**config.mk**
```make
export PLATFORM = sky130hd
export DESIGN_NAME = hazard_ctrl
export DESIGN_NICKNAME = d
export VERILOG_FILES = /design/src/rtl/hazard_pkg.sv /design/src/rtl/raw_match.sv /design/src/rtl/hazard_ctrl.sv
export SDC_FILE = /design/constraint.sdc
export NUM_CORES = 1
export LEC_CHECK = 0
export BUFFER_PORTS_ARGS = -buffer_cell sky130_fd_sc_hd__buf_4
export CAP_MARGIN = 20
export CORE_AREA = 2 2 39 41
export CTS_BUF_LIST = sky130_fd_sc_hd__clkbuf_8
export DETAILED_ROUTE_END_ITERATION = 8
export DIE_AREA = 0 0 41 43
export PLACE_DENSITY = 0.81
export SLEW_MARGIN = 0
export SYNTH_ARGS = -nofsm -noshare
export SYNTH_HDL_FRONTEND = slang
export SYNTH_SLANG_ARGS = --single-unit
```
**constraint.sdc**
```tcl
create_clock -name CLK -period 1.7 [get_ports CLK]
set_input_delay 0.17 -clock CLK [delete_from_list [all_inputs] [get_ports CLK]]
set_output_delay 0.17 -clock CLK [all_outputs]
set_load 0.01 [all_outputs]
```
**src/rtl/hazard_pkg.sv**
```systemverilog
// ---------------------------------------------------------------------------
// hazard_pkg
// Shared types and constants for the pipeline hazard/stall controller.
//   hz_state_t  : controller state (RUN, LU_WAIT, HALTED)
//   stage_t     : index of a producing pipeline stage (ID/EX, EX/MEM, MEM/WB)
//   BR_AT_EX / BR_AT_MEM : values of the BR_STAGE parameter of hazard_ctrl
//   regbits_t   : register-select type, same shape as in cpu_types_pkg
//   stage_bubbles() : bubbles needed when a source matches a given stage
//                     and no forwarding exists (used by HAZARD_NO_FWD_EN)
// ---------------------------------------------------------------------------
package hazard_pkg;

    localparam int REGBITS_W = 5;
    typedef logic [REGBITS_W-1:0] regbits_t;

    typedef enum logic [1:0] {
        RUN     = 2'd0,
        LU_WAIT = 2'd1,
        HALTED  = 2'd2
    } hz_state_t;

    typedef enum logic [1:0] {
        STG_IDEX  = 2'd0,
        STG_EXMEM = 2'd1,
        STG_MEMWB = 2'd2
    } stage_t;

    // Stage at which control transfers resolve.
    localparam int BR_AT_EX  = 1;
    localparam int BR_AT_MEM = 2;

    // Without forwarding, a producer in ID/EX is three cycles from the
    // register file write, EX/MEM two, MEM/WB one.
    function automatic int unsigned stage_bubbles(input stage_t s);
        case (s)
            STG_IDEX:  stage_bubbles = 3;
            STG_EXMEM: stage_bubbles = 2;
            default:   stage_bubbles = 1;
        endcase
    endfunction

endpackage

```
**src/rtl/raw_match.sv**
```systemverilog
// ---------------------------------------------------------------------------
// raw_match
// Read-after-write match for one source select against one destination.
// Register 0 is hard-wired and never produces a hazard.
// Ports:
//   src   : source register select (decode stage)
//   wsel  : destination register select of a later stage
//   valid : that stage will write wsel
//   hit   : hazard on this pair
// ---------------------------------------------------------------------------
module raw_match #(
    parameter int W = 5
) (
    input  logic [W-1:0] src,
    input  logic [W-1:0] wsel,
    input  logic         valid,
    output logic         hit
);

    assign hit = valid && (src == wsel) && (src != '0);

endmodule

```
**src/rtl/hazard_ctrl.sv**
```systemverilog
// ---------------------------------------------------------------------------
// hazard_ctrl
// Hazard/stall controller for the 5-stage pipeline. Drives the latch
// enables and bubble-insert flushes from load-use, control-transfer,
// data-memory wait and halt conditions. Sequential behaviour: multi-cycle
// load-use stalls (LU_WAIT), a flush deferred across a memory wait
// (pend_flush) and a sticky HALTED state left only through reset.
//
// Build option: HAZARD_NO_FWD_EN -- no forwarding path, so any RAW match
// against ID/EX, EX/MEM or MEM/WB stalls for 3, 2 or 1 bubbles; the oldest
// matching stage decides the count. Undefined: only load-use stalls.
//
// Ports:
//   CLK, nRST                   : clock, asynchronous active-low reset
//   ihit, dhit                  : instruction fetch / data access complete
//   ifid_rs, ifid_rt            : decode-stage source selects
//   idex/exmem/memwb_wsel       : destination selects
//   idex/exmem/memwb_RegWrite   : destination valid
//   idex_dREN                   : EX-stage instruction is a load
//   exmem_dREN, exmem_dWEN      : MEM-stage memory access
//   xfer_taken                  : branch taken / jump at resolving stage
//   halt                        : halt reached MEM/WB
//   pc_en .. memwb_en           : latch enables
//   ifid/idex/exmem_flush       : bubble insert, applied with the enable
//   stalled                     : pc held this cycle
//   dbg_state                   : current controller state
// ---------------------------------------------------------------------------
module hazard_ctrl
    import hazard_pkg::*;
#(
    parameter int REG_W    = 5,
    parameter int LU_STALL = 1,
    parameter int BR_STAGE = BR_AT_MEM,
    parameter int CNT_W    = 2
) (
    input  logic             CLK,
    input  logic             nRST,
    input  logic             ihit,
    input  logic             dhit,
    input  logic [REG_W-1:0] ifid_rs,
    input  logic [REG_W-1:0] ifid_rt,
    input  logic [REG_W-1:0] idex_wsel,
    input  logic [REG_W-1:0] exmem_wsel,
    input  logic [REG_W-1:0] memwb_wsel,
    input  logic             idex_RegWrite,
    input  logic             exmem_RegWrite,
    input  logic             memwb_RegWrite,
    input  logic             idex_dREN,
    input  logic             exmem_dREN,
    input  logic             exmem_dWEN,
    input  logic             xfer_taken,
    input  logic             halt,
    output logic             pc_en,
    output logic             ifid_en,
    output logic             idex_en,
    output logic             exmem_en,
    output logic             memwb_en,
    output logic             ifid_flush,
    output logic             idex_flush,
    output logic             exmem_flush,
    output logic             stalled,
    output hz_state_t        dbg_state
);

    localparam logic FLUSH_EXMEM = (BR_STAGE == BR_AT_MEM);

    hz_state_t        state, nxt_state;
    logic [CNT_W-1:0] cnt, nxt_cnt;
    logic             pend_flush, nxt_pend;

    // Bit index follows stage_t: 0 = ID/EX, 1 = EX/MEM, 2 = MEM/WB.
    logic [2:0][REG_W-1:0] wsel_v;
    logic [2:0]            valid_v;
    logic [2:0]            hit_rs, hit_rt, hit;

    assign wsel_v  = {memwb_wsel, exmem_wsel, idex_wsel};
    assign valid_v = {memwb_RegWrite, exmem_RegWrite, idex_RegWrite};

    for (genvar s = 0; s < 3; s++) begin : g_stage
        raw_match #(.W(REG_W)) u_rs (
            .src   (ifid_rs),
            .wsel  (wsel_v[s]),
            .valid (valid_v[s]),
            .hit   (hit_rs[s])
        );
        raw_match #(.W(REG_W)) u_rt (
            .src   (ifid_rt),
            .wsel  (wsel_v[s]),
            .valid (valid_v[s]),
            .hit   (hit_rt[s])
        );
    end

    assign hit = hit_rs | hit_rt;

    logic             stall_req;
    logic [CNT_W-1:0] load_cnt;
    logic             unused_raw;

`ifdef HAZARD_NO_FWD_EN
    // Any RAW match stalls; the oldest matching producer sets the length.
    // CNT_W must hold 2 in this build.
    always_comb begin
        stall_req = |hit;
        if (hit[STG_MEMWB])
            load_cnt = CNT_W'(stage_bubbles(STG_MEMWB) - 1);
        else if (hit[STG_EXMEM])
            load_cnt = CNT_W'(stage_bubbles(STG_EXMEM) - 1);
        else
            load_cnt = CNT_W'(stage_bubbles(STG_IDEX) - 1);
    end
    assign unused_raw = ^{idex_dREN, LU_STALL[0]};
`else
    // Forwarding covers everything except a load feeding the next decode.
    assign stall_req  = idex_dREN & hit[STG_IDEX];
    assign load_cnt   = CNT_W'(LU_STALL - 1);
    assign unused_raw = ^hit[2:1];
`endif

    logic mem_wait;
    assign mem_wait = (exmem_dREN | exmem_dWEN) & ~dhit;

    always_comb begin
        pc_en       = 1'b1;
        ifid_en     = 1'b1;
        idex_en     = 1'b1;
        exmem_en    = 1'b1;
        memwb_en    = 1'b1;
        ifid_flush  = 1'b0;
        idex_flush  = 1'b0;
        exmem_flush = 1'b0;
        nxt_state   = state;
        nxt_cnt     = cnt;
        nxt_pend    = pend_flush;

        if (!nRST) begin
            pc_en       = 1'b0;
            ifid_en     = 1'b0;
            idex_en     = 1'b0;
            exmem_en    = 1'b0;
            memwb_en    = 1'b0;
            ifid_flush  = 1'b1;
            idex_flush  = 1'b1;
            exmem_flush = 1'b1;
        end else if (state == HALTED) begin
            pc_en    = 1'b0;
            ifid_en  = 1'b0;
            idex_en  = 1'b0;
            exmem_en = 1'b0;
            memwb_en = 1'b0;
        end else if (halt) begin
            // Let the halting instruction retire, freeze everything behind it.
            pc_en     = 1'b0;
            ifid_en   = 1'b0;
            idex_en   = 1'b0;
            exmem_en  = 1'b0;
            nxt_state = HALTED;
        end else if (mem_wait) begin
            // MEM/WB keeps moving and receives a bubble from EX/MEM; a
            // control transfer seen now is replayed once the access ends.
            pc_en       = 1'b0;
            ifid_en     = 1'b0;
            idex_en     = 1'b0;
            exmem_en    = 1'b0;
            exmem_flush = 1'b1;
            if (xfer_taken)
                nxt_pend = 1'b1;
        end else if (xfer_taken || pend_flush) begin
            pc_en       = ihit;
            ifid_flush  = 1'b1;
            idex_flush  = 1'b1;
            exmem_flush = FLUSH_EXMEM;
            nxt_pend    = 1'b0;
            nxt_state   = RUN;
            nxt_cnt     = '0;
        end else if (state == LU_WAIT || stall_req) begin
            pc_en      = 1'b0;
            ifid_en    = 1'b0;
            idex_flush = 1'b1;
            if (state == LU_WAIT) begin
                // cnt holds the bubbles still owed after this one plus one.
                if (cnt <= CNT_W'(1)) begin
                    nxt_state = RUN;
                    nxt_cnt   = '0;
                end else begin
                    nxt_cnt = cnt - CNT_W'(1);
                end
            end else if (load_cnt != '0) begin
                nxt_state = LU_WAIT;
                nxt_cnt   = load_cnt;
            end
        end else if (!ihit) begin
            pc_en      = 1'b0;
            ifid_flush = 1'b1;
        end
    end

    assign stalled   = nRST & ~pc_en;
    assign dbg_state = state;

    always_ff @(posedge CLK or negedge nRST) begin
        if (!nRST) begin
            state      <= RUN;
            cnt        <= '0;
            pend_flush <= 1'b0;
        end else begin
            state      <= nxt_state;
            cnt        <= nxt_cnt;
            pend_flush <= nxt_pend;
        end
    end

endmodule

```
==> summary.md, run 1 <==
| Metric | Value |
|---|---|
| Static Leakage | `0.324 nW` |
| Die height | `43 um` |
| # DRC | `0` |
| TritonCTS clock tree | `built` |
| Antenna cell count | `0` |
| Post-Synthesis Cell Area | `around 350 sq um` |
| Crit path buffers/inverters | `2` |
| IO Port Bufs | `34` |
| Die area | `1760 sq um` |
| Largest net degree at the start of global routing | `11` |
| DP Cell Count | `96` |
| Wire length on met2 | `642 um` |
| Max FO, Critical Path | `5` |
| Share of cells above drive strength 1 | `a little over half` |
| Reg clk slew, reported paths | `30 ps` |
| Htree depth | `1` |
| Slowest library cell on the worst path | `o41ai_2` |
| Commonest non-fill, non-tap cell in the layout | `buf_4` |
| Most frequent cells in the layout | `buf_4 (34), nand2_1 (8), nor2_1 (7), xnor2_1 (5)` |
| Syn Inst Count | `49` |
| Fin. max-slew vios | `0` |
| Nature of the critical path endpoint | `primary output` |
| I/O pin count | `48` |
| Status | `finished, final reports clean` |
| Post-Syn Area per Cell | `7.20 sq um` |
| Vias/cell | `4.75` |
| Initial antenna violation count | `0` |
| Inserted Clock Buffers | `3` |
| GRT Total Usage | `roughly 14%` |
| P&R area growth vs syn | `91.5%` |
| Arrival time at the worst endpoint | `1460 ps` |
| Sink Count | `2` |
| CP dominant cell by count | `buf_4` |
| Worst Skew | `4.29 ps` |
| Post-Layout Cell Count | `100` |
| Setup crit start kind | `primary input` |
| Post-synthesis sequential area ratio | `14.2%` |
| Post-Synthesis Net Count | `between 80 and 90` |
| DRT met1 WL | `398 um` |
| Slowest stage delay, CP | `around 360 ps` |
| Row count | `14` |
| Worst path top cell family by delay | `compound AO/OA/AOI/OAI gates` |
| Final period util | `a little over nine tenths` |
| DR top layer | `met4` |
| Hold/Removal Path Class | `primary input to flip-flop` |
| Final Hold Fails | `0` |
| Post-CTS setup buffer count | `0` |
| Root Buffer | `clkbuf_8` |
| Worst VDD drop | `0.433 mV` |
| Core Box Area | `1380 sq um` |
| Fin Setup TNS | `0 ps` |
| PwrDens | `548 nW/um^2` |
| Die W | `41 um` |
| DP Wirelength | `927 um` |
| Unrepaired setup endpoints after global routing | `no` |
| Clock Latency Late Sink | `220 ps` |
| Final nets | `123` |
| Drt total wl | `1140 um` |
| DR WL/cell | `11.4 um` |
| Worst Path Required | `1530 ps` |
| Crit path kind | `primary input to primary output` |
| Drt first-iter violations | `4` |
| Ys Warns | `0` |
| Final setup viols | `0` |
| Crit-path cells | `buf_4, o41ai_2, a2111oi_2, a41o_2, o31ai_2, buf_4` |
| CTS max path bufs | `2` |
| Initial Utilization | `25.5%` |
| First-pass GRT wire length | `1790 um` |
| Metal3 WL | `77 um` |
| Max-cap viol count | `0` |
| Total grt overflow | `0` |
| First-pass detailed-route iteration total | `3` |
| Vias in the first global route | `484` |
| Min cycle time layout | `1630 ps` |
| Post-synthesis cell type count | `22` |
| Via count | `between 400 and 500` |
| GP Congestion | `between 0.7 and 0.8` |
| Number of synthesized register bits | `2` |
| Fmax | `615 MHz` |
| Post-route ant nets | `0` |
-- cells in the mapped netlist --
cell | instances | area (sq um)
o21bai_1 | 1 | 7.51
a2bb2oi_2 | 1 | 15.0
xnor2_1 | 5 | 43.8
o31ai_2 | 1 | 12.5
o41ai_2 | 1 | 16.3
nand2_1 | 8 | 30.0
o41ai_1 | 1 | 8.76
inv_1 | 2 | 7.51
conb_1 | 1 | 3.75
a31o_1 | 1 | 8.76
clkbuf_1 | 1 | 3.75
dfrtp_1 | 2 | 50.1
a2111oi_1 | 1 | 10.0
a21o_1 | 1 | 7.51
a21oi_1 | 2 | 10.0
xor2_1 | 3 | 26.3
nor2_1 | 8 | 30.0
nand3_1 | 3 | 15.0
a211oi_1 | 1 | 7.51
buf_4 | 2 | 15.0
a31oi_1 | 2 | 12.5
a41o_2 | 1 | 11.3
-- cell families (layout without fill, tap and decap cells) --
kind of cell           after synthesis  in the layout  synth area share, %
AND/OR/NAND/NOR                     19             19                 21.3
buffers and inverters                5             40                 7.45
other                                1              1                 1.06
AO/OA/AOI/OAI                       14             14                 36.2
flip-flops                           2              2                 14.2
XOR/XNOR                             8              8                 19.9
-- layer usage --
layer  GRT usage (%)  up-vias
met2            26.6       19
met1            15.1      213
met5               0        -
met4            8.00        0
li1                -      241
met3               0        2
-- sequential cells by signal (all words and copies together) (netlist names) --
signal,count
dbg_state,1
pend_flush,1
-- worst register-to-register path, cell delays in order, from the launching register on --
cell and delay [ps]:
dfrtp_1 410, nor2_2 210, nand3_1 140, inv_2 110, nor2_1 50
-- path summary, 6_finish.rpt --
kind / startpoint / to / cells after the start / slack, ps
worst max-delay path: idex_wsel[0] / ifid_flush / 6 / 70
worst min-delay path: halt / dbg_state[1]$_DFFE_PN0P_ / 2 / 190
worst max register to register: dbg_state[1]$_DFFE_PN0P_ / pend_flush$_DFFE_PN0P_ / 4 / 670
worst min register to register: pend_flush$_DFFE_PN0P_ / pend_flush$_DFFE_PN0P_ / 2 / 490
max in group asynchronous: nRST / pend_flush$_DFFE_PN0P_ / 2 / 1250
min in group asynchronous: nRST / dbg_state[1]$_DFFE_PN0P_ / 2 / 320
-- power breakdown --
group / switching [mW] / internal [mW] / total [mW]
Sequential: 0.00189 / 0.0523 / 0.0542
Combinational: 0.0550 / 0.0701 / 0.125
Clock: 0.0409 / 0.150 / 0.191
Total: 0.0977 / 0.272 / 0.370
-- repair_timing --
item                                   CTS  global route
setup endpoints to repair                0             5
hold buffers                             1             0
endpoints found under the hold margin    2             0
gates resized for setup                  0             4
-- through the flow --
| stage | setup slack [ps] | hold slack [ps] | power, mW | instance area, sq um | util (%) |
|---|---|---|---|---|---|
| 2_1_floorplan | 335 | -126 | 0.106 | 353 | - |
| 3_3_place_gp | 38.3 | -12.4 | 0.171 | 609 | 44.0 |
| 3_5_place_dp | 26.2 | -10.6 | 0.174 | 609 | 44.0 |
| 4_1_cts | 25.9 | 186 | 0.372 | 661 | 47.7 |
| 5_1_grt | 0.523 | 202 | 0.386 | 676 | 48.8 |
| 6_report | 74.4 | 190 | 0.370 | 676 | 48.8 |
-- cell type report --
| class | count | area, sq um |
|---|---|---|
| fillers | 138 | 708 |
| multi-input cells | 42 | 292 |
| repair buffers | 35 | 265 |
| flip-flops and latches | 2 | 50.0 |
| clock buffers | 3 | 41.3 |
| well taps | 16 | 20.0 |
| inverters | 2 | 7.51 |
(Power assumes the default switching activity.)
==> inputs of run 2 (changes only) <==
RECOVER_POWER = 25   (was unset)
==> summary.md, run 2 (synthesis gave the netlist of run 1 again) <==
| Metric | Value |
|---|---|
| Total grt overflow | `0` |
| Placed inst area | `609 sq um` |
| Min cycle time layout | `1630 ps` |
| DR WL/cell | `11.4 um` |
| Metal3 WL | `~73 um` |
| Drt first-iter violations | `4` |
| Most frequent cells in the layout | `buf_4 (33), nand2_1 (8), nor2_1 (7), xnor2_1 (5)` |
| CP dominant cell by count | `buf_4` |
| Worst Min Path Start | `halt` |
| FF-to-FF End | `pend_flush$_DFFE_PN0P_` |
| Fin. max-slew vios | `0` |
| Final period util | `95.6%` |
| Slowest stage delay, CP | `360 ps` |
| Worst Skew | `about 4.8 ps` |
| P&R area growth vs syn | `90.4%` |
| Worst hold stages | `2` |
| Antenna cell count | `0` |
| CTS max path bufs | `2` |
| Setup crit start kind | `primary input` |
| Hold slack | `190 ps` |
| Worst Hold Path EP | `dbg_state[1]$_DFFE_PN0P_` |
| Commonest non-fill, non-tap cell in the layout | `buf_4` |
| Htree depth | `1` |
| Overall Power | `0.371 mW` |
| Root Buffer | `clkbuf_8` |
| I/O pin count | `48` |
| # DRC | `0` |
| Post-route ant nets | `0` |
| Reg clk slew, reported paths | `approximately 30 ps` |
| Final nets | `123` |
| Hold/Removal Path Class | `primary input to flip-flop` |
| Fillers | `138` |
| Sink Count | `2` |
| Nature of the critical path endpoint | `primary output` |
| DRT met1 WL | `407 um` |
| Final setup viols | `0` |
| Die W | `41 um` |
| PwrDens | `552 nW/um^2` |
| Post-Layout Cell Count | `100` |
| DP Wirelength | `927 um` |
| Wire length on met2 | `637 um` |
| Fmax | `615 MHz` |
| R2R cell count | `4` |
| TritonCTS clock tree | `built` |
| Final Hold Fails | `0` |
| Worst VDD drop | `0.433 mV` |
| Largest net degree at the start of global routing | `11` |
| Row count | `14` |
| Die height | `43 um` |
| Die area | `1760 sq um` |
| Static Leakage | `0.321 nW` |
| Worst Path Required | `between 1500 and 2000 ps` |
| Drt total wl | `1140 um` |
| Crit-path cells | `buf_4, o41ai_2, a2111oi_2, a41o_2, o31ai_2, buf_4` |
| Share of cells above drive strength 1 | `between 50% and 60%` |
| Max FO, Critical Path | `5` |
| Vias in the first global route | `484` |
| Core Box Area | `1380 sq um` |
| Initial Utilization | `roughly a quarter` |
| GP Congestion | `0.735` |
| Worst setup margin | `74.4 ps` |
| Fin Setup TNS | `0 ps` |
| Clock Latency Late Sink | `about 220 ps` |
| Finished Cell Area | `672 sq um` |
| Status | `finished, final reports clean` |
| Vias/cell | `4.72` |
| First-pass detailed-route iteration total | `3` |
| Crit path kind | `primary input to primary output` |
| Inserted Clock Buffers | `3` |
| DP Cell Count | `96` |
| Initial antenna violation count | `0` |
| Worst R2R Setup Slack | `670 ps` |
| GRT Total Usage | `14.5%` |
| Unrepaired setup endpoints after global routing | `no` |
| Final core occ | `48.6%` |
| FF-to-FF Start | `dbg_state[1]$_DFFE_PN0P_` |
| DR top layer | `met4` |
| Arrival time at the worst endpoint | `1460 ps` |
| IO Port Bufs | `34` |
| First-pass GRT wire length | `1790 um` |
| Via count | `472` |
| Post-CTS setup buffer count | `0` |
| Pre-CTS setup slack | `26.2 ps` |
| Max-cap viol count | `0` |
| Slowest library cell on the worst path | `o41ai_2` |
[run 2: cell types whose count changed in the layout (fill, tap and decap cells not counted)]
cell      previous run  this run
clkbuf_1             0         1
buf_4               34        33
[run 2: how the worst max path moves through the flow]
stage / from / slack (ps) / cells after the start / end
6_report: idex_wsel[0] / 70 / 6 / ifid_flush
5_1_grt: idex_wsel[0] / 0.5 / 6 / ifid_flush
4_1_cts: idex_wsel[0] / 30 / 6 / ifid_flush
3_5_place_dp: idex_wsel[0] / 30 / 6 / ifid_flush
3_3_place_gp: idex_wsel[4] / 40 / 7 / stalled
2_1_floorplan: idex_wsel[0] / 330 / 4 / ifid_flush
[run 2: area by class of cell]
type                    instances  area (sq um)  area share (%)
multi-input cells              42           292            43.4
repair buffers                 35           262            38.9
flip-flops and latches          2          50.0            7.45
clock buffers                   3          41.3            6.15
well taps                      16          20.0            2.98
inverters                       2          7.51            1.12
[run 2: metal layers]
layer	vias to the layer above	global-route usage, %
met5	-	0
met4	0	8.00
met3	2	0
met2	19	26.6
met1	210	15.1
li1	241	-
[run 2: where the power goes]
group | switching [mW] | total [mW] | internal [mW]
registers | 0.00189 | 0.0542 | 0.0523
clock network | 0.0414 | 0.192 | 0.150
logic | 0.0550 | 0.125 | 0.0701
[run 2: repair_timing]
| item | in CTS | in global routing |
|---|---|---|
| hold buffers | 1 | 0 |
| setup endpoints to repair | 0 | 5 |
| endpoints found under the hold margin | 2 | 0 |
| gates resized for setup | 0 | 4 |
[run 2: critical path: cells and delay by family]
| kind | cells | cell delay (ps) |
|---|---|---|
| AOI/OAI and AO/OA | 4 | 990 |
| buffers and inverters | 2 | 290 |
